## config.mk

```make
export PLATFORM = sky130hd
export DESIGN_NAME = ir_queue
export DESIGN_NICKNAME = d
export VERILOG_FILES = /design/src/rtl/ir_queue.sv
export SDC_FILE = /design/constraint.sdc
export NUM_CORES = 1
export LEC_CHECK = 0
export ABC_AREA = 1
export CAP_MARGIN = 5
export CELL_PAD_IN_SITES_DETAIL_PLACEMENT = 1
export CELL_PAD_IN_SITES_GLOBAL_PLACEMENT = 2
export CORE_ASPECT_RATIO = 0.6
export CORE_UTILIZATION = 27
export CTS_CLUSTER_SIZE = 25
export DETAILED_ROUTE_END_ITERATION = 16
export PLACE_DENSITY_LB_ADDON = 0.1
export SLEW_MARGIN = 15
export SYNTH_ARGS = -nofsm -noshare
export SYNTH_HDL_FRONTEND = slang
export SYNTH_SLANG_ARGS = --single-unit
```

## constraint.sdc

```tcl
create_clock -name clk -period 2.4 [get_ports clk]
set_clock_uncertainty 0.05 [all_clocks]
set_input_delay 0.6 -clock clk [delete_from_list [all_inputs] [get_ports clk]]
set_output_delay 0.6 -clock clk [all_outputs]
set_load 0.1 [all_outputs]
```

## src/rtl/ir_queue.sv

```systemverilog
// ir_queue: a FIFO of up to DEPTH fetched LC-3b instruction words with
// valid/ready handshakes on both sides. The head entry is decoded into the
// standard instruction fields. This lets fetch run ahead of execute.
//
// Ports:
//   clk, reset_n         rising-edge clock, synchronous active-low reset
//   flush                discard every entry (taken branch, JSR/JSRR, TRAP, RET)
//   in_valid, in         fetch side: word offered this cycle
//   in_ready             queue can accept a word (depends on held state only)
//   out_valid, out_ready decode side: head entry present / consumed
//   count                current occupancy
//   opcode .. trapvect8  fields sliced from the head word; all zero when
//                        out_valid=0
//
// Optional feature, controlled by the macro IR_QUEUE_BYPASS_EN:
//   When the macro is defined and the queue is empty, an incoming word (with
//   no flush) is shown on the outputs in the same cycle. If decode takes it
//   in that cycle, it is never written to storage.
module ir_queue #(
    parameter int DEPTH = 4,
    parameter int CNT_W = $clog2(DEPTH + 1)
) (
    input  logic             clk,
    input  logic             reset_n,
    input  logic             flush,
    input  logic             in_valid,
    input  logic [15:0]      in,
    output logic             in_ready,
    input  logic             out_ready,
    output logic             out_valid,
    output logic [CNT_W-1:0] count,
    output logic [3:0]       opcode,
    output logic [2:0]       dest,
    output logic [2:0]       src1,
    output logic [2:0]       src2,
    output logic [5:0]       offset6,
    output logic [8:0]       offset9,
    output logic [10:0]      offset11,
    output logic             bit4,
    output logic             bit5,
    output logic             bit11,
    output logic [3:0]       imm4,
    output logic [4:0]       imm5,
    output logic [7:0]       trapvect8
);

    localparam int PTR_W = $clog2(DEPTH);
    localparam logic [PTR_W-1:0] LAST_PTR = PTR_W'(DEPTH - 1);
    localparam logic [CNT_W-1:0] FULL_CNT = CNT_W'(DEPTH);

    logic [15:0]      mem_q [DEPTH];
    logic [15:0]      mem_d [DEPTH];
    logic [PTR_W-1:0] rd_ptr_q, rd_ptr_d;
    logic [PTR_W-1:0] wr_ptr_q, wr_ptr_d;
    logic [CNT_W-1:0] count_q, count_d;

    logic        bypass;
    logic        push;
    logic        write_en;
    logic        pop_mem;
    logic [15:0] head_word;

    always_comb begin
        bypass = 1'b0;
`ifdef IR_QUEUE_BYPASS_EN
        bypass = (count_q == '0) && in_valid && !flush;
`endif
    end

    assign in_ready  = (count_q != FULL_CNT);
    assign out_valid = (count_q != '0) || bypass;
    assign count     = count_q;

    // A bypassed word that decode accepts at once is never stored.
    // pop_mem only fires when a stored entry is actually present.
    assign push     = in_valid && in_ready;
    assign write_en = push && !(bypass && out_ready);
    assign pop_mem  = out_ready && (count_q != '0);

    // Next-state logic. Pointers wrap explicitly so that a DEPTH that is not
    // a power of two still works. A flush drops any push or pop in the same
    // cycle. Stored words are left in place because they become unreachable.
    always_comb begin
        mem_d    = mem_q;
        rd_ptr_d = rd_ptr_q;
        wr_ptr_d = wr_ptr_q;
        count_d  = count_q;
        if (flush) begin
            rd_ptr_d = '0;
            wr_ptr_d = '0;
            count_d  = '0;
        end else begin
            if (write_en) begin
                mem_d[wr_ptr_q] = in;
                wr_ptr_d = (wr_ptr_q == LAST_PTR) ? '0 : wr_ptr_q + 1'b1;
            end
            if (pop_mem) begin
                rd_ptr_d = (rd_ptr_q == LAST_PTR) ? '0 : rd_ptr_q + 1'b1;
            end
            case ({write_en, pop_mem})
                2'b10:   count_d = count_q + 1'b1;
                2'b01:   count_d = count_q - 1'b1;
                default: count_d = count_q;
            endcase
        end
    end

    always_ff @(posedge clk) begin
        if (!reset_n) begin
            for (int i = 0; i < DEPTH; i++) begin
                mem_q[i] <= 16'h0000;
            end
            rd_ptr_q <= '0;
            wr_ptr_q <= '0;
            count_q  <= '0;
        end else begin
            mem_q    <= mem_d;
            rd_ptr_q <= rd_ptr_d;
            wr_ptr_q <= wr_ptr_d;
            count_q  <= count_d;
        end
    end

    // The head is forced to zero when nothing is valid, so stale storage
    // never reaches decode.
    always_comb begin
        head_word = 16'h0000;
        if (bypass) begin
            head_word = in;
        end else if (count_q != '0) begin
            head_word = mem_q[rd_ptr_q];
        end
    end

    assign opcode    = head_word[15:12];
    assign dest      = head_word[11:9];
    assign src1      = head_word[8:6];
    assign src2      = head_word[2:0];
    assign offset6   = head_word[5:0];
    assign offset9   = head_word[8:0];
    assign offset11  = head_word[10:0];
    assign bit4      = head_word[4];
    assign bit5      = head_word[5];
    assign bit11     = head_word[11];
    assign imm4      = head_word[3:0];
    assign imm5      = head_word[4:0];
    assign trapvect8 = head_word[7:0];

endmodule

```

[After elaboration in Yosys (flattened, before gate mapping)]
Index checks and enable logic that the tools add are counted.
Operators by class
  $add $sub $neg: 4
  multiply operators: 0
  div/mod/pow operators: 0
  magnitude comparators: 3
  eq/ne operators: 5
  shift-type cells: 0
  mux-type cells: 10
  bitwise operators: 4
  reductions and logical operators: 7
Operator list (count)
  64-bit bitwise mux: 1
  16-bit two-way mux: 4
  16-bit binary-select mux with 2-bit select: 1
  16-bit demux with 2-bit select: 1
  2-bit equality test (second input constant): 3
  3-bit >= comparator (second input constant): 2
  2-bit inverter with 3-bit output: 2
  3-bit one-hot mux with 2 select lines: 1
  2-bit by 1-bit adder with 2-bit output (second input constant): 2
  2-bit two-way mux: 2
  3-bit by 1-bit adder with 3-bit output (second input constant): 1
  1-bit logical AND: 3
  3-bit by 1-bit < comparator with 1-bit output (second input constant): 1
  3-bit != test (second input constant): 1
  3-bit nonzero test: 1
  3-bit by 1-bit subtractor with 3-bit output (second input constant): 1
  2-bit by 1-bit equality test with 1-bit output (second input constant): 1
  1-bit inverter: 2
  2-bit AND reduction: 1
  2-bit nonzero test: 1
  2-bit OR reduction: 1
Word-level totals
  bits in registers: 71
  bits in latches: 0
  bits in writable memories: 0
  bits in read-only memories: 0
  input bits: 21
  output and inout bits: 64
  logic and storage cells: 40
  memories kept: 0

[Longest topological paths before layout]
  depth after elaboration: 6
  depth in mapped cells: 12
  depth with buffers taken out: 12

[Worst setup path after synthesis]
OpenSTA, ideal clock, no wires.
  kind: register to output
  from: reg count_q[0] (netlist: count[0])
  to: out offset11[5]
  arrival time: 4.466 ns
  data required time: 1.750 ns
  slack: -2.716 ns
  stages on the path, launching flop included: 7
  buffers on the path: 2
  path through: dfxtp_1 nor2_1 nand2_1 inv_1 buf_2 a21oi_1 buf_4
On the way
  cells in the longest elaborated chain, start to end: 2
Ends and longest elaborated chain
  start, declared: RTL line 55  | logic [CNT_W-1:0] count_q, count_d;
  start signal, assigned: RTL line 120  | count_q <= count_d;
  3-bit nonzero test
  net out_valid: RTL line 30  | output logic out_valid,
  16-bit two-way mux: RTL line 130  | end else if (count_q != '0) begin
  end, declared: RTL line 38  | output logic [10:0] offset11,
The timed path passes the listed nets, and every way through them passes these cells.

[Worst setup path after layout]
  from: reg rd_ptr_q[0]
  to: out opcode[0]
On the way
  cells in the longest elaborated chain, start to end: 5
Ends and longest elaborated chain
  start, declared: RTL line 53  | logic [PTR_W-1:0] rd_ptr_q, rd_ptr_d;
  start signal, assigned: RTL line 118  | rd_ptr_q <= rd_ptr_d;
  2-bit inverter with 3-bit output (not written as such): RTL line 131  | head_word = mem_q[rd_ptr_q];
  16-bit binary-select mux with 2-bit select: RTL line 131
  16-bit two-way mux (not written as such) (2 in series): RTL line 131
  16-bit two-way mux: RTL line 130
  end, declared: RTL line 32  | output logic [3:0] opcode,
Every way passes these cells. The select of a mux whose other input is x is not followed.

==> run_results.csv <==
group,metric,value,unit
outcome,status,"finished, final reports clean",
sta,whs,462.0,ps
power,power.density,586.4,mW/mm^2
power,pwr-share-clk,0.346,
power,p_leak,0.002633,uW
setup_path,timing.rr.end,"count[2]",
global_routing,grt_overflow,0,
route,routedWlPerCell,13.43,um
route,met1Wirelength,5.397,mm
floorplanning,initial_core_util,0.2806,
cts,cts_max_level,3,
power,seqPwrFrac,0.357,
cts,cts_sinks,71,
global_routing,grt_start_max_net_pins,65,
synth,ys_seq_elements,71,
floorplanning,io_pins,85,
cells_and_area,nets,670,
route,met3_wirelength,377,um
power,max-vdd-ir-drop,0.2378,mV
synth,yosysWarnings,0,
route,drtPass1Iterations,4,
sta,setup_viol_count_final,0,
cts,cts_tree,"done",
setup_path,criticalPathCategory,"reg2out",
setup_path,worstSetupEndpoint,"opcode[0]",
cts,insertion_delay,340,ps
synth,synth_top_area_frac,0.3652,
route,vias,3593,
cells_and_area,final_util,0.4259,
setup_path,rrSetupSlack,420,ps
floorplanning,core-area,0.01387,mm^2
synth,synthTopCellsByCount,"135 x nand2_1, 131 x nor2_1, 76 x inv_1",
cts,ctsHoldBuffers,0,
power,swShare,0.3428,
cts,clockRootBuffer,"clkbuf_16",
sta,tightestPinTransition,388.7,ps
route,top_layer,"met4",
global_routing,antenna_found_initial,0,
cells_and_area,drive_gt1_frac,0.2279,
route,antenna_left,0,
setup_path,worstRegToRegCells,10,
synth,synth_cell_types,18,
cells_and_area,syn_to_final_growth,51.78,%
synth,seq_area_frac_synth,0.3652,
setup_path,required,1750,ps
sta,report.final.slew_viol_count,0,
floorplanning,dieArea,0.01492,mm^2
sta,period_share,0.9719,
placement,hpwl,7.733,mm
sta,hold_viol,0,
global_routing,grt_usage,0.1639,
synth,synthCells,595,
setup_path,startpoint,"rd_ptr_q[0]",
cts,numCtsBuffers,9,
min_path,holdCritPathClass,"reg2reg",
setup_path,worstPathArrival,1680,ps
placement,finalWeightedCongestion,0.7174,
setup_path,critPathMaxFanout,16,
synth,postSynth.asyncResetShare,0,
route,postRouteWirelength,11.24,mm
cells_and_area,n_fill_cell,1680,
cells_and_area,antenna_cells,0,
synth,syn_avg_cell_area,6.542,um^2
power,switchingPower,1188,uW
synth,ys_dominant_reg_cell,"dfxtp_1",
global_routing,grt_pass1_vias,3797,
cts,cts_max_path_buffers,2,
floorplanning,die_w,157.0,um
route,viasPerCell,4.293,
setup_path,r2r_start,"count[0]",
power,pwr-share-comb,0.297,
synth,synth_nets,623,
sta,tns,0,ps
cts,clkTransAtPathRegs,50,ps
setup_path,end_kind,"output pin",
synth,synth_top_area_cell,"dfxtp_1",
route,drc,0,
route,drtIter0Drc,111,
synth,synth_edf_count,0,
synth,netlist_area,0.003892,mm^2
sta,timing.fmax,428.7,MHz
sta,rsz0062_at_grt,"yes",
floorplanning,rows,33,
sta,period_needed,2333,ps
power,internal_power,2277,uW
synth,synth_most_common_cell,"nand2_1",
job,drv_cap,0,
setup_path,cp-start-kind,"flop",
route,wl_met2,5.384,mm
sta,setup_ws,67.35,ps
floorplanning,die_h,95.01,um
global_routing,grt_pass1_wl,18.80,mm
placement,port_buffers,84,
synth,synthTopCellsByArea,"dfxtp_1 37%, nand2_1 13%, nor2_1 13%",
sta,relSlewSlack,0.7409,
placement,place_ws,-2.731,ps
power groups by stage:
stage | Clock (uW) | Combinational, uW | Sequential (uW)
6_report | 1200 | 1030 | 1240
5_1_grt | 1290 | 1080 | 1240
4_1_cts | 1250 | 1030 | 1230
3_5_place_dp | 0 | 995 | 1260
3_3_place_gp | 0 | 982 | 1260
2_1_floorplan | 0 | 751 | 1280
worst min path at each step:
stage,startpoint,endpoint,slack [ps],cells after the start
floorplan,wr_ptr_q[0],wr_ptr_q[0],430,2
global placement,mem_q[6],mem_q[6],440,4
detailed placement,mem_q[59],mem_q[59],450,4
CTS,mem_q[59],mem_q[59],460,4
global route,mem_q[38],mem_q[38],500,4
finish,mem_q[59],mem_q[59],460,4
cell type report:
type	count	area, um^2	area share
Inverter	78	304.0	0.05146
Clock inverter	2	10.01	0.001694
Sequential cell	71	1436	0.2431
Multi-Input combinational cell	373	1887	0.3194
Timing Repair Buffer	109	1784	0.3020
Tap cell	192	240.2	0.04066
Clock buffer	12	246.5	0.04172
stage by stage:
stage          instances  total power [uW]  cell area, um^2
4_1_cts              837              3507             5813
2_1_floorplan        595              2027             4507
5_1_grt              837              3613             5908
3_5_place_dp         818              2256             5408
3_3_place_gp         818              2241             5408
6_report             837              3464             5908
kinds of logic (layout without fill, tap and decap cells):
family	count (synthesis)	in the layout	synth area share
AND/OR/NAND/NOR	273	273	0.2825
flip-flops	71	71	0.3652
adder cells (fa/ha/maj)	7	7	0.02443
AO/OA/AOI/OAI	93	93	0.1196
buffers and inverters	151	201	0.2083
placed cells by master, fill, tap and decap left out:
cell	instances
nand2_1	134
nor2_1	130
inv_1	74
dfxtp_1	67
buf_12	67
a21oi_1	33
clkdlybuf4s50_1	19
o21ai_0	17
buf_4	15
o21ai_1	13
a21oi_4	12
a21oi_2	10
clkbuf_16	9
o21ai_2	8
ha_1	6
nand4_4	4
dfxtp_4	4
buf_16	3
nand3_1	2
clkbuf_1	2
clkinv_2	2
buf_8	2
buf_6	2
nor2_4	1
inv_4	1
nand2_8	1
nand2_2	1
inv_6	1
inv_2	1
clkinvlp_4	1
fa_1	1
clkbuf_8	1
buf_2	1
per-layer routing:
layer / vias to the layer above / track usage
met5: - / 0
met1: 1688 / 0.2064
li1: 1845 / -
met2: 51 / 0.2844
met3: 9 / 0.03855
met4: 0 / 0.03641
worst max-delay path, cell delays in order, from the launching register on:
cell and delay, ps:
dfxtp_4 380, inv_6 80, buf_6 160, a21oi_1 190
o21ai_0 130, a21oi_2 210, buf_12 200
what timing repair did:
action / in CTS / in global routing
endpoints found under the setup margin: 59 / 53
resized for setup: 26 / 32
pin swaps: 7 / 4
setup buffers: 5 / 0
state kept, by name, summed over array words and instances, names as in the netlist:
name      count
rd_ptr_q      2
wr_ptr_q      2
mem_q        64
count         3
Power figures use the tool's default switching activity.
